--- src/rtl/spi_pkg.sv ---
// Shared SPI definitions: FSM state encodings, mode constants
// and the default frame length used by master and slave.
package spi_pkg;

    localparam int DATA_W_DEF = 16;

    typedef enum logic [1:0] {
        IDLE   = 2'd0,
        ACTIVE = 2'd1,
        DONE   = 2'd2
    } spi_state_t;

    // Mode encoding is {CKP, CPH}
    localparam logic [1:0] MODO0 = 2'b00;
    localparam logic [1:0] MODO1 = 2'b01;
    localparam logic [1:0] MODO2 = 2'b10;
    localparam logic [1:0] MODO3 = 2'b11;

endpackage

--- src/rtl/spi_sync.sv ---
// Multi-stage flip-flop synchronizer for one asynchronous pin,
// with a selectable reset value.
module spi_sync #(
    parameter int   STAGES  = 2,
    parameter logic RST_VAL = 1'b0
) (
    input  logic clk_i,
    input  logic rst_ni,
    input  logic d_i,
    output logic q_o
);

    logic [STAGES-1:0] sync_q;

    // Shift the pin value through the synchronizer chain
    always_ff @(posedge clk_i or negedge rst_ni) begin
        if (!rst_ni) begin
            sync_q <= {STAGES{RST_VAL}};
        end else begin
            sync_q <= {sync_q[STAGES-2:0], d_i};
        end
    end

    assign q_o = sync_q[STAGES-1];

endmodule

--- src/rtl/spi_receptor.sv ---
// SPI slave: oversamples SCK/CS/MOSI on CLK, supports all four
// CKP/CPH modes, exchanges one DATA_W-bit word per CS frame.
module spi_receptor
    import spi_pkg::*;
#(
    parameter int DATA_W      = DATA_W_DEF,
    parameter int SYNC_STAGES = 2
) (
    input  logic              CLK,
    input  logic              RESET,
    input  logic              CKP,
    input  logic              CPH,
    input  logic              SCK,
    input  logic              CS,
    input  logic              MOSI,
    output logic              MISO,
    input  logic [DATA_W-1:0] TX_DATA,
    output logic [DATA_W-1:0] RX_DATA,
    output logic              RX_VALID,
    output logic              BUSY,
    output logic              FRAME_ERR
);

    localparam int CW = $clog2(DATA_W + 1);
    localparam int SW = DATA_W - 1;
    localparam logic [CW-1:0] LAST = CW'(DATA_W - 1);

    logic sck_s, cs_s, mosi_s;
    logic sck_prev_q, cs_prev_q;

    spi_state_t        state_q, state_d;
    logic [CW-1:0]     bit_cnt_q, bit_cnt_d;
    logic [SW-1:0]     rx_sh_q, rx_sh_d;
    logic [DATA_W-1:0] tx_sh_q, tx_sh_d;
    logic [DATA_W-1:0] rx_data_q, rx_data_d;
    logic              miso_q, miso_d;
    logic              ckp_q, ckp_d;
    logic              cph_q, cph_d;
    logic              rx_valid_q, rx_valid_d;
    logic              frame_err_q, frame_err_d;

    logic cs_fall, cs_rise;
    logic sck_edge, lead_edge, trail_edge;
    logic sample_edge, shift_edge, last_sample;

    spi_sync #(.STAGES(SYNC_STAGES), .RST_VAL(1'b0)) u_sync_sck (
        .clk_i (CLK), .rst_ni(RESET), .d_i(SCK), .q_o(sck_s)
    );
    spi_sync #(.STAGES(SYNC_STAGES), .RST_VAL(1'b1)) u_sync_cs (
        .clk_i (CLK), .rst_ni(RESET), .d_i(CS), .q_o(cs_s)
    );
    spi_sync #(.STAGES(SYNC_STAGES), .RST_VAL(1'b0)) u_sync_mosi (
        .clk_i (CLK), .rst_ni(RESET), .d_i(MOSI), .q_o(mosi_s)
    );

    assign cs_fall     = cs_prev_q & ~cs_s;
    assign cs_rise     = ~cs_prev_q & cs_s;
    assign sck_edge    = sck_s ^ sck_prev_q;
    assign lead_edge   = sck_edge & (sck_prev_q == ckp_q);
    assign trail_edge  = sck_edge & (sck_s == ckp_q);
    assign sample_edge = cph_q ? trail_edge : lead_edge;
    assign shift_edge  = cph_q ? lead_edge : trail_edge;
    assign last_sample = sample_edge & (bit_cnt_q == LAST);

    // State and datapath registers
    always_ff @(posedge CLK or negedge RESET) begin
        if (!RESET) begin
            state_q     <= IDLE;
            bit_cnt_q   <= '0;
            rx_sh_q     <= '0;
            tx_sh_q     <= '0;
            rx_data_q   <= '0;
            miso_q      <= 1'b0;
            ckp_q       <= 1'b0;
            cph_q       <= 1'b0;
            rx_valid_q  <= 1'b0;
            frame_err_q <= 1'b0;
            sck_prev_q  <= 1'b0;
            cs_prev_q   <= 1'b1;
        end else begin
            state_q     <= state_d;
            bit_cnt_q   <= bit_cnt_d;
            rx_sh_q     <= rx_sh_d;
            tx_sh_q     <= tx_sh_d;
            rx_data_q   <= rx_data_d;
            miso_q      <= miso_d;
            ckp_q       <= ckp_d;
            cph_q       <= cph_d;
            rx_valid_q  <= rx_valid_d;
            frame_err_q <= frame_err_d;
            sck_prev_q  <= sck_s;
            cs_prev_q   <= cs_s;
        end
    end

    // Frame FSM: next state, shifting and output pulses
    always_comb begin
        state_d     = state_q;
        bit_cnt_d   = bit_cnt_q;
        rx_sh_d     = rx_sh_q;
        tx_sh_d     = tx_sh_q;
        rx_data_d   = rx_data_q;
        miso_d      = miso_q;
        ckp_d       = ckp_q;
        cph_d       = cph_q;
        rx_valid_d  = 1'b0;
        frame_err_d = 1'b0;
        unique case (state_q)
            IDLE: begin
                if (cs_fall) begin
                    state_d   = ACTIVE;
                    bit_cnt_d = '0;
                    ckp_d     = CKP;
                    cph_d     = CPH;
                    if (CPH) begin
                        tx_sh_d = TX_DATA;
                        miso_d  = 1'b0;
                    end else begin
                        tx_sh_d = {TX_DATA[DATA_W-2:0], 1'b0};
                        miso_d  = TX_DATA[DATA_W-1];
                    end
                end
            end
            ACTIVE: begin
                if (shift_edge) begin
                    miso_d  = tx_sh_q[DATA_W-1];
                    tx_sh_d = {tx_sh_q[DATA_W-2:0], 1'b0};
                end
                if (sample_edge) begin
                    rx_sh_d   = {rx_sh_q[SW-2:0], mosi_s};
                    bit_cnt_d = bit_cnt_q + CW'(1);
                end
                if (last_sample) begin
                    rx_data_d  = {rx_sh_q, mosi_s};
                    rx_valid_d = 1'b1;
                    state_d    = cs_rise ? IDLE : DONE;
                end else if (cs_rise) begin
                    frame_err_d = 1'b1;
                    state_d     = IDLE;
                end
            end
            DONE: begin
                if (cs_rise) begin
                    state_d = IDLE;
                end
            end
            default: begin
                state_d = IDLE;
            end
        endcase
    end

    assign MISO      = (state_q != IDLE) & miso_q;
    assign RX_DATA   = rx_data_q;
    assign RX_VALID  = rx_valid_q;
    assign BUSY      = (state_q != IDLE);
    assign FRAME_ERR = frame_err_q;

endmodule

--- config.mk ---
export PLATFORM = sky130hd
export DESIGN_NAME = spi_receptor
export DESIGN_NICKNAME = d
export VERILOG_FILES = /design/src/rtl/spi_pkg.sv /design/src/rtl/spi_sync.sv /design/src/rtl/spi_receptor.sv
export SDC_FILE = /design/constraint.sdc
export NUM_CORES = 1
export LEC_CHECK = 0
export ABC_AREA = 1
export CORE_AREA = 2 2 98 100
export CTS_CLUSTER_DIAMETER = 50
export CTS_CLUSTER_SIZE = 10
export DETAILED_ROUTE_END_ITERATION = 6
export DIE_AREA = 0 0 100 102
export GPL_TIMING_DRIVEN = 0
export SYNTH_ARGS = -nofsm -noshare
export SYNTH_HDL_FRONTEND = slang
export SYNTH_SLANG_ARGS = --single-unit
--- constraint.sdc ---
create_clock -name CLK -period 1.5 [get_ports CLK]
set_input_delay 0.3 -clock CLK [delete_from_list [all_inputs] [get_ports CLK]]
set_output_delay 0.3 -clock CLK [all_outputs]
set_load 0.05 [all_outputs]
Word level (Yosys, flattened, before mapping)
Cells that the tools add are included.
{"block": "word_totals", "word_cells": 64, "register_bits": 67, "input_bits": 23, "output_inout_bits": 20}
{"block": "classes", "n_reduce_logical": 8, "addsub": 1, "n_mux": 23, "n_bitwise": 9, "eq_ne": 8}
{"op": "two-way mux 16 bit", "count": 3}
{"op": "case mux 16 bit (2 select lines)", "count": 1}
{"op": "two-way mux 1 bit", "count": 10}
{"op": "two-way mux 5 bit", "count": 2}
{"op": "case mux 5 bit (2 select lines)", "count": 1}
{"op": "two-way mux 2 bit", "count": 4}
{"op": "AND 1 bit", "count": 6}
{"op": "inequality test 2 bit (second input constant)", "count": 3}
{"op": "case mux 2 bit (3 select lines)", "count": 1}
{"op": "AND reduction 2 bit", "count": 3}
{"op": "AND reduction 3 bit", "count": 2}
{"op": "adder 5 x 1 -> 5 bit (second input constant)", "count": 1}
{"op": "== test 5 x 4 -> 1 bit (second input constant)", "count": 1}
{"op": "nonzero test 2 bit", "count": 2}
{"op": "== test 1 bit", "count": 2}
{"op": "== test 2 x 1 -> 1 bit (second input constant)", "count": 1}
{"op": "== test 2 bit (second input constant)", "count": 1}
{"op": "logical NOT 2 bit", "count": 1}
{"op": "inverter 1 bit", "count": 2}
{"op": "case mux 1 bit (2 select lines)", "count": 1}
{"op": "bitwise XOR 1 bit", "count": 1}

Longest topological paths before layout
{"block": "logic_depth", "depth_word": 6, "mapped_depth": 10, "ltp_nobuf": 9}

Hierarchy
Synthesis repeated with hierarchy kept, for this count alone.
{"block": "hier_totals", "cells_unflattened": 364, "area_unflattened_um2": 3020.4}
{"module": "spi_receptor", "area_each_um2": 2867.8, "n_inst": 1, "cells_per_inst": 358}
{"module": "spi_sync (u_sync_mosi ...)", "area_each_um2": 50.0, "n_inst": 2, "cells_per_inst": 2}
{"module": "spi_sync (u_sync_cs)", "area_each_um2": 52.6, "n_inst": 1, "cells_per_inst": 2}

Worst setup path after synthesis
OpenSTA, ideal clock, no wires.
{"block": "synth_path", "path_type": "reg-to-reg", "startpoint": "register bit_cnt_q[0]", "endpoint": "register rx_data_q[0] (netlist: RX_DATA[0])", "setup_slack_ns": -0.039, "setup_ns": 0.119, "synth_period_minus_slack_ns": 1.539, "path_buffers": 2, "t_arrival_ns": 1.420, "path_stages_with_launch": 10, "t_required_ns": 1.381, "cell_sequence": "dfrtp_1 > ha_1 > nand2_1 > nor2_1 > ha_1 > buf_2 > nand4_4 > buf_2 > nand2_1 > nand2_1"}
{"block": "synth_via", "elab_chain_len": 3}
{"element": "start: declaration", "line": "spi_receptor.sv:32", "rtl": "logic [CW-1:0] bit_cnt_q, bit_cnt_d;"}
{"element": "start signal: assignment", "line": "spi_receptor.sv:82", "rtl": "bit_cnt_q <= bit_cnt_d;"}
{"element": "== test 5 x 4 -> 1 bit", "line": "spi_receptor.sv:63", "rtl": "assign last_sample = sample_edge & (bit_cnt_q == LAST);"}
{"element": "AND 1 bit", "line": "spi_receptor.sv:63"}
{"element": "AND reduction 2 bit (no line)"}
{"element": "end signal: assignment", "line": "spi_receptor.sv:85", "rtl": "rx_data_q <= rx_data_d;"}
{"element": "end: declaration", "line": "spi_receptor.sv:35", "rtl": "logic [DATA_W-1:0] rx_data_q, rx_data_d;"}
No other way between the ends.
A chain may end at the register's enable or synchronous reset.

Final worst setup path
{"block": "layout_path", "startpoint": "register bit_cnt_q[1]", "endpoint": "register rx_data_q[11] (netlist: RX_DATA[11])"}
Same word-level chain as after synthesis.

==> impl_metrics.toml <==
[synth]
syn_avg_cell_area_um2 = 8.27
synth_fp_nets = 404
ys_types = 25
syn_area_um2 = 3130
yosys.area.top_type = "dfrtp_1"
synth-seq-area-share_pct = 53.6
synth_seq_cells = 67
syn_inst = 379
yosysTopAreaCellShare_pct = 51.1
yosysWarnings = 0
yosys-top-cells-area = "dfrtp_1, nand2_1, o21ai_0, nand3_1, nand4_1"

[critical_path]
crit_path_end_kind = "flip-flop"
crit_chain = "ha_2, nand2_2, nor2_2, ha_2, buf_6, nand4_4, buf_12, nand2_2, nand2_1"
cp_data_required_time_ns = 1.74
reg2reg_from = "bit_cnt_q[1]"
worstSetupStartpoint = "bit_cnt_q[1]"
worstSetupStartpointType = "flip-flop"
path_class = "flip-flop to flip-flop"
cp_slowest_cell = "dfrtp_1"
crit_arrival_ns = 1.75
slowest_delay_ns = 0.36
cp_max_fo = 8

[global_route]
grt_use_total_pct = 14.6
grt_max_degree = 68
grt_pass1_vias = 2731
grt_pass1_wl_um = 11900
overflow = 0
antenna_found_initial = 0

[pwr]
comb_power_share_pct = 24.6
p_total_w = 0.00613
p_per_area_nw_per_um2 = 1450
switching_share_pct = 30.0
intPower_w = 0.00429
total_leakage_power_nw = 2.15
seq_power_share_pct = 40.5
p_switching_w = 0.00184
ir_drop_mv = 0.529
power_frac_clock_pct = 34.9

[layout]
diodes = 0
mostFrequentLayoutCells = "nand2_1, dfrtp_1, o21ai_0, nand3_1, inv_1"
syn_to_final_growth_pct = 35.2
fin_util_pct = 46.5
fin_nets = 468
drive_above_1_share_pct = 24.1
final_area_um2 = 4240
final_common_cell = "nand2_1"

[sta]
rsz0062_at_grt = "yes"
worst_slack_ns = -0.0105
setup_viol_count_final = 7
tns_ns = -0.0380
clock_skew_ns = 0.0101
fin_crit_sh_pct = 101
hold_viol = 0
worst_pin_slew_ns = 0.839
maxSlewHeadroom_pct = 44.1
slew_violations = 0
min_period_ns = 1.51
fmax_mhz = 662

[place]
dp_hpwl_um = 4590
port_buffers = 42
place_congestion = 0.777
placed_area_um2 = 3700

[die]
rows = 35
die_w_um = 100
num_io_pins = 43
start_util_pct = 34.4
die_area_um2 = 10200
coreArea_um2 = 9110
fp.dieH_um = 102

[route]
wire_per_inst_um = 12.1
drc = 0
wl_um = 6770
vias_per_cell = 4.72
first_iter_violations = 63
ant_nets = 0
dr.pass1.iters = 4
num_vias = 2637

[status]
outcome = "finished, violations left"
violations = "setup timing"

[clocking]
htreeDepth = 3
numCtsBuffers = 9
clkTransAtPathRegs_ns = 0.07
cts_root_buf = "clkbuf_8"
clkSinkCount = 67
cts_tree = "done"
clk_latency_ns = 0.35
holdBufCountCts = 0
cts_max_path_buffers = 2

[run]
cap_violations = 0

[min_path]
hold_path_class = "input pin to asynchronous set/reset pin"
-- power by group through the flow --
stage	Sequential [W]	Clock [W]	Combinational, W
after CTS	0.00247	0.00219	0.00141
after global placement	0.00250	0	0.00132
after detailed placement	0.00251	0	0.00136
after global routing	0.00253	0.00226	0.00171
after floorplan	0.00245	0	0.00100
final	0.00248	0.00214	0.00151
-- flip-flops by register name (all words and copies together), names as in the netlist, 2 cells and up --
| register | cells |
|---|---|
| RX_DATA | 16 |
| tx_sh_q | 16 |
| rx_sh_q | 15 |
| bit_cnt_q | 5 |
| state_q | 2 |
| u_sync_cs.sync_q | 2 |
| u_sync_mosi.sync_q | 2 |
| u_sync_sck.sync_q | 2 |
-- cells by family after synthesis --
logic type | count (synthesis) | share of synthesized area (%)
fa+ha+maj | 2 | 0.798
flops | 67 | 53.6
buf+inv | 44 | 7.15
simple gates | 228 | 32.3
xor+xnor | 1 | 0.279
compound gates | 37 | 5.91
-- per-layer routing --
metal | GRT usage (%) | vias to the layer above | share of wire, % | wire length [um]
met5 | 0 | - | 0 | 0
met4 | 7.38 | 0 | 2.3 | 156
met3 | 2.94 | 14 | 4.0 | 268
met2 | 25.3 | 56 | 49 | 3320
met1 | 17.5 | 1230 | 45 | 3020
li1 | - | 1337 | - | -
-- per-stage QoR --
stage | hold WS, ns | std cells | setup slack (ns)
after floorplan | 0.00441 | 379 | 0.00504
after global placement | 0.335 | 532 | -2.15
after detailed placement | 0.341 | 532 | -0.318
after CTS | 0.0776 | 551 | -0.00131
after global routing | 0.139 | 559 | -0.117
final | 0.0594 | 559 | -0.0105
-- Yosys cell counts --
| master | instances |
|---|---|
| nor2_1 | 8 |
| o21ai_0 | 32 |
| nand2_2 | 3 |
| dfstp_2 | 3 |
| o21ai_1 | 2 |
| nor3_1 | 1 |
| nand4_1 | 16 |
| buf_4 | 3 |
| inv_2 | 2 |
| xor2_1 | 1 |
| nand3_2 | 2 |
| ha_1 | 2 |
| nand3_1 | 28 |
| dfrtp_1 | 64 |
| nand3_4 | 1 |
| nor2_8 | 1 |
| nor3b_1 | 1 |
| clkbuf_1 | 3 |
| nand4_4 | 1 |
| nand2_4 | 1 |
| nand2_1 | 165 |
| inv_1 | 23 |
| a21oi_1 | 3 |
| buf_6 | 5 |
| buf_2 | 8 |
-- final cells by class --
cell class | instances | area (um^2)
fillers | 899 | 4870
flip-flops and latches | 67 | 1680
multi-input cells | 268 | 1310
repair buffers | 53 | 563
clock inverters | 7 | 164
plain buffers | 19 | 159
well taps | 111 | 139
clock buffers | 9 | 124
inverters | 25 | 98.8
-- critical path, delay by kind of cell, from the launching register on --
kind	cells	cell delay, ns
simple gates	5	0.38
flops	1	0.36
fa+ha+maj	2	0.36
buf+inv	2	0.31
-- final timing paths --
check | end | slack (ns) | depth (start not counted)
worst max-delay path | RX_DATA[11] | -0.01 | 9
worst min-delay path | RX_DATA[10] | 0.06 | 1
worst max register to register | RX_DATA[11] | -0.01 | 9
worst min register to register | u_sync_sck.sync_q[1] | 0.35 | 0
max in group asynchronous | state_q[1] | 0.84 | 1
min in group CLK | u_sync_sck.sync_q[1] | 0.35 | 0
-- what timing repair did --
item	4_1_cts	5_1_grt
pin swaps	2	3
setup endpoints to repair	38	45
setup buffers	3	7
gates cloned	0	1
resized for setup	74	40
Note: power is estimated with default switching activity, not from simulation.
